**config.mk**
```make
export PLATFORM = sky130hd
export DESIGN_NAME = psum_acc_ctrl
export DESIGN_NICKNAME = d
export VERILOG_FILES = /design/src/rtl/psum_acc_ctrl_pkg.sv /design/src/rtl/psum_sat_add.sv /design/src/rtl/psum_acc_ctrl.sv
export SDC_FILE = /design/constraint.sdc
export NUM_CORES = 1
export LEC_CHECK = 0
export ABC_AREA = 1
export CAP_MARGIN = 10
export CORE_MARGIN = 3
export CORE_UTILIZATION = 43
export CTS_CLUSTER_SIZE = 10
export DETAILED_ROUTE_END_ITERATION = 8
export GPL_TIMING_DRIVEN = 0
export PLACE_DENSITY = 0.85
export SYNTH_ARGS = -nofsm -noshare
export SYNTH_HDL_FRONTEND = slang
export SYNTH_HIERARCHICAL = 1
export SYNTH_SLANG_ARGS = --single-unit
```
**constraint.sdc**
```tcl
create_clock -name i_clk -period 2.56 [get_ports i_clk]
set_input_delay 0.64 -clock i_clk [delete_from_list [all_inputs] [get_ports i_clk]]
set_output_delay 0.64 -clock i_clk [all_outputs]
set_load 0.05 [all_outputs]
```
**src/rtl/psum_acc_ctrl_pkg.sv**
```systemverilog
// Purpose : shared types and constants for the psum accumulation controller.
// Contents: controller state encoding, default psum width, saturation bounds.
// Users   : psum_acc_ctrl, psum_sat_add.
package psum_acc_ctrl_pkg;

    // Default psum width; the saturation bounds follow from it.
    localparam int PSUM_DW = 8;
    localparam int SAT_MAX = (1 << (PSUM_DW - 1)) - 1;
    localparam int SAT_MIN = -(1 << (PSUM_DW - 1));

    typedef enum logic [2:0] {
        IDLE,
        OVR,
        ACC_RD,
        ACC_WR,
        DRN,
        DTAIL,
        FIN
    } state_t;

endpackage

```
**src/rtl/psum_sat_add.sv**
```systemverilog
// Purpose : two independent signed saturating adders (one per psum lane).
// Latency : combinational, zero cycles.
// Ports   : i_a0/i_b0 -> o_sum0, i_a1/i_b1 -> o_sum1, all DATA_WIDTH signed.
module psum_sat_add
    import psum_acc_ctrl_pkg::*;
#(
    parameter int DATA_WIDTH = PSUM_DW
) (
    input  logic [DATA_WIDTH-1:0] i_a0,
    input  logic [DATA_WIDTH-1:0] i_b0,
    input  logic [DATA_WIDTH-1:0] i_a1,
    input  logic [DATA_WIDTH-1:0] i_b1,
    output logic [DATA_WIDTH-1:0] o_sum0,
    output logic [DATA_WIDTH-1:0] o_sum1
);

    // Add with one guard bit; overflow shows up as the guard bit disagreeing
    // with the result sign, and the guard bit then tells which rail to clamp to.
    function automatic logic [DATA_WIDTH-1:0] sat_add(
        input logic [DATA_WIDTH-1:0] a,
        input logic [DATA_WIDTH-1:0] b
    );
        logic [DATA_WIDTH:0] s;
        s = {a[DATA_WIDTH-1], a} + {b[DATA_WIDTH-1], b};
        if (s[DATA_WIDTH] != s[DATA_WIDTH-1]) begin
            return {s[DATA_WIDTH], {(DATA_WIDTH-1){~s[DATA_WIDTH]}}};
        end
        return s[DATA_WIDTH-1:0];
    endfunction

    assign o_sum0 = sat_add(i_a0, i_b0);
    assign o_sum1 = sat_add(i_a1, i_b1);

endmodule

```
**src/rtl/psum_acc_ctrl.sv**
```systemverilog
// Purpose : sequences the dual-port psum memory: overwrite pass, read-modify-write
//           accumulate pass (saturating), and drain of stored pairs to the output stage.
// Ports   : i_start/i_drain/i_len/i_first_pass command; i_psum_* / o_psum_ready input
//           pairs; o_mem_* / i_mem_rd_data* memory master; o_out_* drain; o_busy/o_done.
module psum_acc_ctrl
    import psum_acc_ctrl_pkg::*;
#(
    parameter int DATA_WIDTH = PSUM_DW,
    parameter int ADDR_WIDTH = 8,
    parameter int DEPTH      = 16
) (
    input  logic                  i_clk,
    input  logic                  i_rst_n,
    input  logic                  i_start,
    input  logic                  i_first_pass,
    input  logic                  i_drain,
    input  logic [ADDR_WIDTH-1:0] i_len,
    input  logic                  i_psum_valid,
    output logic                  o_psum_ready,
    input  logic [DATA_WIDTH-1:0] i_psum0,
    input  logic [DATA_WIDTH-1:0] i_psum1,
    output logic                  o_mem_wr_en,
    output logic [ADDR_WIDTH-1:0] o_mem_wr_addr0,
    output logic [ADDR_WIDTH-1:0] o_mem_wr_addr1,
    output logic [DATA_WIDTH-1:0] o_mem_wr_data0,
    output logic [DATA_WIDTH-1:0] o_mem_wr_data1,
    output logic                  o_mem_rd_en,
    output logic [ADDR_WIDTH-1:0] o_mem_rd_addr0,
    output logic [ADDR_WIDTH-1:0] o_mem_rd_addr1,
    input  logic [DATA_WIDTH-1:0] i_mem_rd_data0,
    input  logic [DATA_WIDTH-1:0] i_mem_rd_data1,
    output logic                  o_out_valid,
    output logic [DATA_WIDTH-1:0] o_out_data0,
    output logic [DATA_WIDTH-1:0] o_out_data1,
    output logic                  o_busy,
    output logic                  o_done
);

    localparam logic [ADDR_WIDTH-1:0] HALF_DEPTH = ADDR_WIDTH'(DEPTH / 2);
    localparam logic [ADDR_WIDTH-1:0] ONE        = ADDR_WIDTH'(1);

    state_t                state_q, state_d;
    logic [ADDR_WIDTH-1:0] k_q, k_d;
    logic [ADDR_WIDTH-1:0] len_q, len_d;
    logic [DATA_WIDTH-1:0] lat0_q, lat0_d;
    logic [DATA_WIDTH-1:0] lat1_q, lat1_d;
    logic                  out_vld_q, out_vld_d;

    logic [ADDR_WIDTH-1:0] len_eff;
    logic [ADDR_WIDTH-1:0] addr0;
    logic [ADDR_WIDTH-1:0] addr1;
    logic                  last_pair;
    logic [DATA_WIDTH-1:0] sum0;
    logic [DATA_WIDTH-1:0] sum1;

    // Requests longer than the memory holds are clamped to the used depth.
    assign len_eff   = (i_len > HALF_DEPTH) ? HALF_DEPTH : i_len;
    assign addr0     = {k_q[ADDR_WIDTH-2:0], 1'b0};
    assign addr1     = {k_q[ADDR_WIDTH-2:0], 1'b1};
    assign last_pair = ((k_q + ONE) == len_q);

    // Read data arriving in ACC_WR is the stored psum for the pair latched in ACC_RD.
    psum_sat_add #(
        .DATA_WIDTH (DATA_WIDTH)
    ) u_sat_add (
        .i_a0   (i_mem_rd_data0),
        .i_b0   (lat0_q),
        .i_a1   (i_mem_rd_data1),
        .i_b1   (lat1_q),
        .o_sum0 (sum0),
        .o_sum1 (sum1)
    );

    always_comb begin
        state_d        = state_q;
        k_d            = k_q;
        len_d          = len_q;
        lat0_d         = lat0_q;
        lat1_d         = lat1_q;
        out_vld_d      = 1'b0;
        o_psum_ready   = 1'b0;
        o_mem_wr_en    = 1'b0;
        o_mem_wr_addr0 = '0;
        o_mem_wr_addr1 = '0;
        o_mem_wr_data0 = '0;
        o_mem_wr_data1 = '0;
        o_mem_rd_en    = 1'b0;
        o_mem_rd_addr0 = '0;
        o_mem_rd_addr1 = '0;
        o_done         = 1'b0;

        unique case (state_q)
            IDLE: begin
                if (i_start || i_drain) begin
                    k_d   = '0;
                    len_d = len_eff;
                    if (len_eff == '0) begin
                        state_d = FIN;
                    end else if (i_start) begin
                        state_d = i_first_pass ? OVR : ACC_RD;
                    end else begin
                        state_d = DRN;
                    end
                end
            end
            OVR: begin
                o_psum_ready = 1'b1;
                if (i_psum_valid) begin
                    o_mem_wr_en    = 1'b1;
                    o_mem_wr_addr0 = addr0;
                    o_mem_wr_addr1 = addr1;
                    o_mem_wr_data0 = i_psum0;
                    o_mem_wr_data1 = i_psum1;
                    k_d            = k_q + ONE;
                    if (last_pair) begin
                        state_d = FIN;
                    end
                end
            end
            ACC_RD: begin
                o_psum_ready = 1'b1;
                if (i_psum_valid) begin
                    lat0_d         = i_psum0;
                    lat1_d         = i_psum1;
                    o_mem_rd_en    = 1'b1;
                    o_mem_rd_addr0 = addr0;
                    o_mem_rd_addr1 = addr1;
                    state_d        = ACC_WR;
                end
            end
            ACC_WR: begin
                o_mem_wr_en    = 1'b1;
                o_mem_wr_addr0 = addr0;
                o_mem_wr_addr1 = addr1;
                o_mem_wr_data0 = sum0;
                o_mem_wr_data1 = sum1;
                k_d            = k_q + ONE;
                state_d        = last_pair ? FIN : ACC_RD;
            end
            DRN: begin
                o_mem_rd_en    = 1'b1;
                o_mem_rd_addr0 = addr0;
                o_mem_rd_addr1 = addr1;
                out_vld_d      = 1'b1;
                k_d            = k_q + ONE;
                if (last_pair) begin
                    state_d = DTAIL;
                end
            end
            DTAIL: begin
                // The final read's data is on the bus this cycle via out_vld_q.
                state_d = FIN;
            end
            FIN: begin
                o_done  = 1'b1;
                state_d = IDLE;
            end
            default: begin
                state_d = IDLE;
            end
        endcase
    end

    always_ff @(posedge i_clk or negedge i_rst_n) begin
        if (!i_rst_n) begin
            state_q   <= IDLE;
            k_q       <= '0;
            len_q     <= '0;
            lat0_q    <= '0;
            lat1_q    <= '0;
            out_vld_q <= 1'b0;
        end else begin
            state_q   <= state_d;
            k_q       <= k_d;
            len_q     <= len_d;
            lat0_q    <= lat0_d;
            lat1_q    <= lat1_d;
            out_vld_q <= out_vld_d;
        end
    end

    // Drain data is the memory read data passed straight through, gated to zero
    // whenever no drained beat is on the bus.
    assign o_out_valid = out_vld_q;
    assign o_out_data0 = out_vld_q ? i_mem_rd_data0 : '0;
    assign o_out_data1 = out_vld_q ? i_mem_rd_data1 : '0;
    assign o_busy      = (state_q != IDLE);

endmodule

```
# Word-level counts from Yosys, hierarchy flattened
# Cells that the tools add are included.
[totals]
regBits = 36
output_inout_bits = 70
[classes]
eq_ne = 14
bitwise = 2
order_cmp = 1
n_addsub = 3
n_mux = 38
reduce_logical = 11
[ops]
columns = ["operator", "count"]
rows = [
  ["$mux 8", 13],
  ["$pmux 8 s2", 6],
  ["$mux 3", 8],
  ["$pmux 8 s3", 1],
  ["$add 8x8->9", 2],
  ["$pmux 3 s6", 1],
  ["$ne 2x2->1 const B", 5],
  ["$eq 3x3->1 const B", 3],
  ["$add 8x1->8 const B", 1],
  ["$eq 8x8->1", 1],
  ["$gt 8x4->1 const B", 1],
  ["$logic_not 8->1", 1],
  ["$eq 3x2->1 const B", 2],
  ["$mux 1", 6],
  ["$reduce_bool 3->1", 2],
  ["$reduce_and 5->1", 1],
  ["$pmux 1 s2", 2],
  ["$reduce_and 2->1", 2],
  ["$reduce_or 2->1", 2],
  ["$eq 3x1->1 const B", 1],
  ["$logic_not 3->1", 1],
  ["$reduce_and 3->1", 1],
  ["$mux 2", 1],
  ["$ne 1x1->1", 2],
  ["2 further kinds", 3],
]

# Depth between registers and ports, before layout
# Gate-level depths: netlist of run 1.
[depth]
word_depth = 6
depth_mapped = 15

# Modules after synthesis
# The synthesis of run 1 kept the hierarchy.
[by_module_without_submodules]
columns = ["module", "seq_area_each_um2", "instances", "cells_each", "area_per_inst_um2"]
rows = [
  ["psum_acc_ctrl", 900.9, 1, 358, 2544.9],
  ["psum_sat_add", 0.0, 1, 184, 1021.0],
]

# Least setup slack after synthesis of run 1
# No wires, ideal clock.
[synth_path]
kind = "reg-to-output"
startpoint = "register state_q[1]"
endpoint = "output port o_mem_rd_addr1[1]"
n_path_buf = 1
slack_ns = -0.584
stages_incl_launch_ff = 9
arrival_ns = 2.504
required_time_ns = 1.920
path_cell_list = "dfrtp_1 > nor2_2 > inv_2 > nor2_1 > inv_2 > nand2_1 > inv_1 > nor2_1 > buf_4"
[synth_between]
elab_chain_len = 2
word_cells_on_any_way = 3
classes_between = "2 x eq/ne; 1 x mux"
[synth_lines]
columns = ["item", "line", "source"]
rows = [
  ["from (decl)", "psum_acc_ctrl.sv:42", "state_t state_q, state_d;"],
  ["from (signal assigned)", "psum_acc_ctrl.sv:173", "state_q <= state_d;"],
  ["$eq 3x3->1 / $eq 3x2->1 (equally long branches)", "psum_acc_ctrl.sv:92", "unique case (state_q)"],
  ["$pmux 8 s2 (*)", "psum_acc_ctrl.sv:92", ""],
  ["to (decl)", "psum_acc_ctrl.sv:29", "output logic [ADDR_WIDTH-1:0] o_mem_rd_addr1,"],
]
# Mark *: on every way between the ends. The rest lies on a longest branch, timed or not.

# Worst setup path after layout of run 1
[layout_path]
startpoint = "register lat0_q[0]"
endpoint = "output port o_mem_wr_data0[5]"
[layout_between]
elab_chain_len = 5
word_cells_on_any_way = 7
classes_between = "1 x add/sub; 1 x eq/ne; 4 x mux; 1 x bitwise"
[layout_lines]
columns = ["item", "line", "source"]
rows = [
  ["from (decl)", "psum_acc_ctrl.sv:45", "logic [DATA_WIDTH-1:0] lat0_q, lat0_d;"],
  ["from (signal assigned)", "psum_acc_ctrl.sv:176", "lat0_q <= lat0_d;"],
  ["$add 8x8->9 (*)", "psum_sat_add.sv:24", "s = {a[DATA_WIDTH-1], a} + {b[DATA_WIDTH-1], b};"],
  ["$ne 1x1->1 / $not 1->1 (equally long branches)", "psum_sat_add.sv:25, psum_sat_add.sv:26", ""],
  ["$mux 1 / $mux 8 (equally long branches)", "psum_sat_add.sv:25", "if (s[DATA_WIDTH] != s[DATA_WIDTH-1]) begin"],
  ["$mux 8 (*)", "psum_sat_add.sv:28", "return s[DATA_WIDTH-1:0];"],
  ["named net sum0[5]", "psum_acc_ctrl.sv:53", "logic [DATA_WIDTH-1:0] sum0;"],
  ["$pmux 8 s2 (*)", "psum_acc_ctrl.sv:92", ""],
  ["to (decl)", "psum_acc_ctrl.sv:25", "output logic [DATA_WIDTH-1:0] o_mem_wr_data0,"],
]
# Mark *: on every way through the listed nets, which the timed path passes. The rest lies on a longest branch. The select of a mux whose other input is x is not followed.

==> impl_metrics.json, run 1 <==
{
  "rsz0062_at_grt": "yes",
  "maxCapViolations": 0,
  "timing.critical_path.slowest_cell_delay_ns": 0.41,
  "timing.rr.start": "k_q[0]",
  "drc_errors": 0,
  "crit_path_frequent_cell": "nand2_4",
  "hold_class": "in2async",
  "max_freq_mhz": 335,
  "grt_max_degree": 37,
  "clk_latency_ns": 0.30,
  "yosysUniqueCellTypes": 39,
  "yosysWarnings": 6,
  "avgSynthCellArea_um2": 6.58,
  "rrSetupSlack_ns": 0.47,
  "cp-start-kind": "register",
  "fin_worst_skew_ns": 0.00821,
  "die-area_um2": 9420,
  "io_buffers": 113,
  "crit_path_end": "o_mem_wr_data0[5]",
  "ant_nets": 0,
  "clockBufferDepth": 2,
  "dp_cells": 758,
  "drt_first_pass_iters": 5,
  "die_w_um": 97.1,
  "cellLeakagePower_nw": 3.03,
  "fp-row-count": 32,
  "synth_area_leader_cell": "dfrtp_1",
  "antenna_cells": 0,
  "io_pins": 116,
  "drtIter0Drc": 220,
  "start_util_pct": 45.2,
  "synthToLayoutAreaGrowth_pct": 72.1,
  "die_h_um": 97.1,
  "r2r-end": "state_q[0]",
  "crit_slowest_cell": "dfrtp_1",
  "vdd_drop_max_mv": 0.625,
  "grtUsageTotal_pct": 24.1,
  "startpoint": "lat0_q[0]",
  "grt_pass1_wl_mm": 19.1,
  "cts_tree": "yes",
  "clk_pin_slew_ns": 0.09,
  "cp.arrival_ns": 2.35,
  "status": "finished with violations",
  "worstSetupPathType": "reg2out",
  "via_count": 4077,
  "final_max_slew_viol_count": 0,
  "slew_headroom_pct": 40.8,
  "cp_cell_sequence": "ha_4, inv_2, fa_2, inv_2, nand2_2, nand2_4, nand3_4, nand2_2, nand2_2, nand2_4, nand2_8, nand2_4, nand2_4, nand2_4, o21ai_4, buf_6",
  "worst_pin_slew_ns": 0.889,
  "wirelength_mm": 12.7,
  "dp_hpwl_mm": 8.47,
  "drive_gt1_share_pct": 45.7,
  "vias_per_cell": 5.15,
  "fillCellCount": 497,
  "period_share_pct": 117,
  "cts.sinks": 36,
  "worstPathRequired_ns": 1.92,
  "finalHoldViolCount": 0,
  "synth_seq_cells": 36,
  "overflow": 0,
  "numCtsBuffers": 5,
  "setup_viol": 24,
  "nets": 753,
  "clock-root-buffer": "clkbuf_8",
  "synth_top_area_share_pct": 25.3,
  "ys_seq_area_share_pct": 25.3,
  "timing.final.ws_setup_ns": -0.427,
  "violations": "negative setup slack",
  "setup_tns_ns": -6.16,
  "finalCriticalPeriod_ns": 2.99,
  "place_congestion": 0.926,
  "wl_per_cell_um": 16.0,
  "reg2reg_depth": 12,
  "grt_pass1_vias": 4063,
  "cp-end-kind": "output pin",
  "cp_max_fo": 7,
  "antenna_found_initial": 0,
  "synth_area_um2": 3570,
  "synth.area.top_cells": "dfrtp_1 25%, nand2_1 19%, inv_1 10%",
  "htree_levels": 2,
  "instances_no_fill": 791,
  "powerDensity_nw_per_um2": 1180,
  "syn_inst": 542,
  "holdBufCountCts": 0,
  "core_area_um2": 7890
}
==> stage by stage <==
stage	total power [mW]	hold WS (ns)	setup slack, ns	util (%)	area (µm²)
after global placement	5.18	0.472	-1.47	67.5	5320
after detailed placement	5.31	0.484	-1.51	67.4	5320
after CTS	6.46	0.480	-0.434	74.2	5850
final	7.24	0.457	-0.427	77.8	6140
after floorplan	4.31	0.344	-0.0845	-	4070
after global routing	7.66	0.507	-0.510	77.8	6140
==> final cells by class <==
class	instances	area, µm²	share of cell area [%]
multi-input cells	372	2910	47.3
repair buffers	139	1430	23.2
flip-flops and latches	36	905	14.7
inverters	110	440	7.18
plain buffers	24	219	3.57
well taps	102	128	2.08
clock buffers	5	68.8	1.12
clock inverters	3	46.3	0.754
==> placed cells by master, fill, tap and decap left out, drive strengths merged <==
master / count
nand2: 193
inv: 109
buf: 94
nor2: 43
o21ai: 40
dfrtp: 36
nand3: 33
clkdlybuf4s50: 28
dlygate4sd2: 18
ha: 17
clkbuf: 15
clkdlybuf4s15: 13
o22ai: 8
xnor2: 7
nand4: 7
a21oi: 7
or2: 4
clkinvlp: 3
conb: 2
fa: 2
o21bai: 2
nor3: 1
nand3b: 1
and2: 1
xor2: 1
o211ai: 1
a22oi: 1
o21a: 1
bufinv: 1
==> logic make-up after synthesis <==
logic type / Yosys count / share of synthesized area (%)
and+or+nand+nor: 283 / 38.0
AOI/OAI and AO/OA: 60 / 11.2
DFF: 36 / 25.3
buffers and inverters: 135 / 16.3
other: 1 / 0.105
xor gates and xnor gates: 8 / 1.96
adders and majority gates: 19 / 7.09
==> worst min path at each step <==
stage              start         to  slack, ns  cells after the start
2_1_floorplan    i_rst_n     k_q[0]       0.34                      0
3_3_place_gp   lat1_q[7]  lat1_q[7]       0.47                      2
3_5_place_dp   lat0_q[6]  lat0_q[6]       0.48                      2
4_1_cts          i_rst_n     k_q[7]       0.48                      1
5_1_grt          i_rst_n     k_q[0]       0.51                      1
6_report         i_rst_n     k_q[0]       0.46                      1
==> power by group <==
group	leakage, nW	internal [mW]	switching, mW
registers	0.464	0.759	0.235
clock network	0.0548	0.294	0.253
logic	2.51	2.14	3.56
==> flip-flops by register name (all words and copies together), names as in the netlist <==
name,cells
len_q,8
o_out_valid,1
lat0_q,8
lat1_q,8
state_q,3
k_q,8
==> critical path, delay by kind of cell (launching register included) <==
family          cells  cell delay [ns]
compound gates      1             0.06
buf+inv             3             0.27
simple gates       10             0.79
flops               1             0.41
fa+ha+maj           2             0.50
==> layer usage <==
| metal | up-vias | global-route usage [%] | routed length (µm) |
|---|---|---|---|
| met5 | - | 0 | 0 |
| met4 | 0 | 6.91 | 270 |
| met3 | 29 | 2.80 | 572 |
| met2 | 142 | 45.3 | 6990 |
| met1 | 1973 | 28.7 | 4860 |
| li1 | 1933 | - | - |
==> synthesized netlist by cell type (all sizes together) <==
| master | instances |
|---|---|
| a21oi | 7 |
| a22oi | 1 |
| and2 | 1 |
| buf | 18 |
| clkbuf | 7 |
| conb | 1 |
| dfrtp | 36 |
| fa | 2 |
| ha | 17 |
| inv | 110 |
| nand2 | 193 |
| nand3 | 33 |
| nand3b | 1 |
| nand4 | 7 |
| nor2 | 43 |
| nor3 | 1 |
| o211ai | 1 |
| o21a | 1 |
| o21ai | 40 |
| o21bai | 2 |
| o22ai | 8 |
| or2 | 4 |
| xnor2 | 7 |
| xor2 | 1 |
==> timing repair <==
action / 4_1_cts / 5_1_grt
hold endpoints to repair: 0 / 0
endpoints found under the setup margin: 67 / 58
pin swaps: 45 / 30
gates resized for setup: 440 / 67
setup buffers: 15 / 11
Note: power is estimated with default switching activity, not from simulation.
==> inputs of run 2 (changes only) <==
--- a/config.mk
+++ b/config.mk
@@ -8,12 +8,11 @@
 export ABC_AREA = 1
 export CAP_MARGIN = 10
 export CORE_MARGIN = 3
-export CORE_UTILIZATION = 43
+export CORE_UTILIZATION = 41
 export CTS_CLUSTER_SIZE = 10
 export DETAILED_ROUTE_END_ITERATION = 8
 export GPL_TIMING_DRIVEN = 0
-export PLACE_DENSITY = 0.85
+export PLACE_DENSITY = 0.84
 export SYNTH_ARGS = -nofsm -noshare
 export SYNTH_HDL_FRONTEND = slang
-export SYNTH_HIERARCHICAL = 1
 export SYNTH_SLANG_ARGS = --single-unit
==> impl_metrics.json, run 2 <==
{
  "htree_levels": 2,
  "core_area_um2": 7410,
  "dp_hpwl_mm": 7.68,
  "final_max_slew_viol_count": 0,
  "ys_async_sr_fraction_pct": 100,
  "drc_errors": 0,
  "yosysUniqueCellTypes": 32,
  "synth_top_area_share_pct": 28.0,
  "syn_inst": 500,
  "synthToLayoutAreaGrowth_pct": 79.4,
  "place_area_um2": 4710,
  "cts_tree": "yes",
  "synth_area_leader_cell": "dfrtp_1",
  "hold_class": "in2async",
  "ys_seq_area_share_pct": 28.0,
  "status": "finished with violations",
  "die_w_um": 94.5,
  "finalHoldViolCount": 0,
  "fin_util_pct": 77.8,
  "maxCapViolations": 0,
  "worstSetupPathType": "in2out",
  "overflow": 0,
  "clk_latency_ns": 0.30,
  "violations": "negative setup slack",
  "die-area_um2": 8930,
  "vias_per_cell": 5.51,
  "die_h_um": 94.5,
  "rsz0062_at_grt": "yes",
  "grt_max_degree": 37,
  "worst_pin_slew_ns": 0.867,
  "period_share_pct": 119,
  "io_buffers": 113,
  "antenna_found_initial": 0,
  "place_congestion": 0.910,
  "avgSynthCellArea_um2": 6.43,
  "wl_per_cell_um": 18.3,
  "fin_area_um2": 5760,
  "fillCellCount": 481,
  "start_util_pct": 43.4,
  "pre_cts_ws_ns": -1.63,
  "cp_max_fo": 7,
  "dominantRegCellSynth": "dfrtp_1",
  "setup_tns_ns": -7.07,
  "layout_commonest_cell": "nand2_1",
  "cp-end-kind": "output pin",
  "powerDensity_nw_per_um2": 1160,
  "grt_pass1_wl_mm": 20.0,
  "drtIter0Drc": 290,
  "antenna_cells": 0,
  "layout_common_cells": "118 x nand2_1, 72 x inv_1, 65 x buf_4",
  "clk_pin_slew_ns": 0.08,
  "yosysWarnings": 0,
  "cts.sinks": 36,
  "slew_headroom_pct": 42.2,
  "vdd_drop_max_mv": 0.782,
  "grtUsageTotal_pct": 28.0,
  "fin_worst_skew_ns": 0.0121,
  "synth_edf_count": 0,
  "timing.final.ws_setup_ns": -0.499,
  "worstPathRequired_ns": 1.92,
  "via_count": 4180,
  "synth_most_common_cell": "nand2_1",
  "setup_viol": 16,
  "cellLeakagePower_nw": 2.91,
  "synth.area.top_cells": "dfrtp_1 28%, nand2_1 19%, inv_1 9.9%",
  "ant_nets": 0,
  "io_pins": 116,
  "grt_pass1_vias": 4066,
  "synth_common_cells": "162 x nand2_1, 85 x inv_1, 42 x nand3_1, 39 x nor2_1, 36 x dfrtp_1",
  "synth_area_um2": 3210,
  "clockBufferDepth": 2,
  "clock-root-buffer": "clkbuf_8",
  "cp-start-kind": "input port",
  "synth_seq_cells": 36,
  "holdBufCountCts": 0,
  "finalCriticalPeriod_ns": 3.06,
  "wirelength_mm": 13.9,
  "drive_gt1_share_pct": 45.3,
  "max_freq_mhz": 327,
  "nets": 725,
  "drt_first_pass_iters": 5,
  "numCtsBuffers": 5,
  "cp.arrival_ns": 2.42,
  "fp-row-count": 31
}
run 2: changes by cell type after synthesis, sizes merged, moves of 2 or more:
cell    delta
a21oi     +10
buf        +5
clkbuf     -5
inv       -24
nand2     -29
nand3      +9
nand4      -3
nor2       +2
nor3       +8
o21ai     -14
o21bai     -2
or2        -4
xor2       +5
run 2: worst paths after layout:
check                                  startpoint           endpoint  slack, ns  cells past startpoint
min in group i_clk                       len_q[5]           len_q[5]       0.50                      2
worst max-delay path            i_mem_rd_data0[7]  o_mem_wr_data0[4]      -0.50                     13
worst max register to register             k_q[1]         state_q[0]       0.59                     14
worst min-delay path                      i_rst_n          lat0_q[3]       0.45                      1
max in group asynchronous                 i_rst_n          lat1_q[5]       1.56                      1
worst min register to register           len_q[5]           len_q[5]       0.50                      2
run 2: cell families after synthesis:
family,synth area share [%]
mux,0.312
fa+ha+maj,7.87
xor+xnor,3.27
buf+inv,15.3
simple gates,34.9
other cells,0.117
compound gates,10.2
flops,28.0
run 2: cell type report:
type	instances	area, µm²	share of cell area (%)
Buffer	24	170	2.95
Clock buffer	6	72.6	1.26
Clock inverter	1	5.00	0.0868
Inverter	86	338	5.86
Multi-Input combinational cell	354	2760	47.8
Sequential cell	36	901	15.6
Tap cell	99	124	2.15
Timing Repair Buffer	153	1400	24.2
run 2: worst max-delay path, stage by stage:
cell	delay, ns
buf_2	0.13
ha_4	0.28
inv_4	0.06
nor3_4	0.20
nor2_4	0.05
buf_6	0.13
o21ai_4	0.29
inv_4	0.09
nand2_8	0.13
nand3_2	0.11
nand2_2	0.11
nand2_4	0.05
buf_8	0.14
run 2: metal layers:
metal  global-route usage (%)  part of all wire (%)  wire [µm]  up-vias
li1                         -                     -          -     1868
met1                     31.5                    37       5140     2020
met4                     9.01                   4.4        617        0
met2                     52.8                    52       7220      237
met3                     5.10                   6.7        936       55
met5                        0                     0          0        -
run 2: stage by stage:
stage,power (mW),std cells,hold slack (ns)
after CTS,5.63,746,0.480
after global placement,4.18,713,0.460
after floorplan,3.38,501,0.344
after global routing,6.99,759,0.522
after detailed placement,4.28,713,0.465
final,6.71,759,0.454
run 2: repair_timing:
| action | 4_1_cts | 5_1_grt |
|---|---|---|
| endpoints found under the setup margin | 67 | 53 |
| resized for setup | 478 | 85 |
| pin swaps | 55 | 47 |
| setup buffers | 27 | 15 |
run 2: report_power, final:
part | switching (mW) | total (mW) | internal, mW | leakage, nW
Combinational | 3.33 | 5.37 | 2.04 | 2.40
Clock | 0.218 | 0.404 | 0.186 | 0.0410
Sequential | 0.206 | 0.940 | 0.734 | 0.468
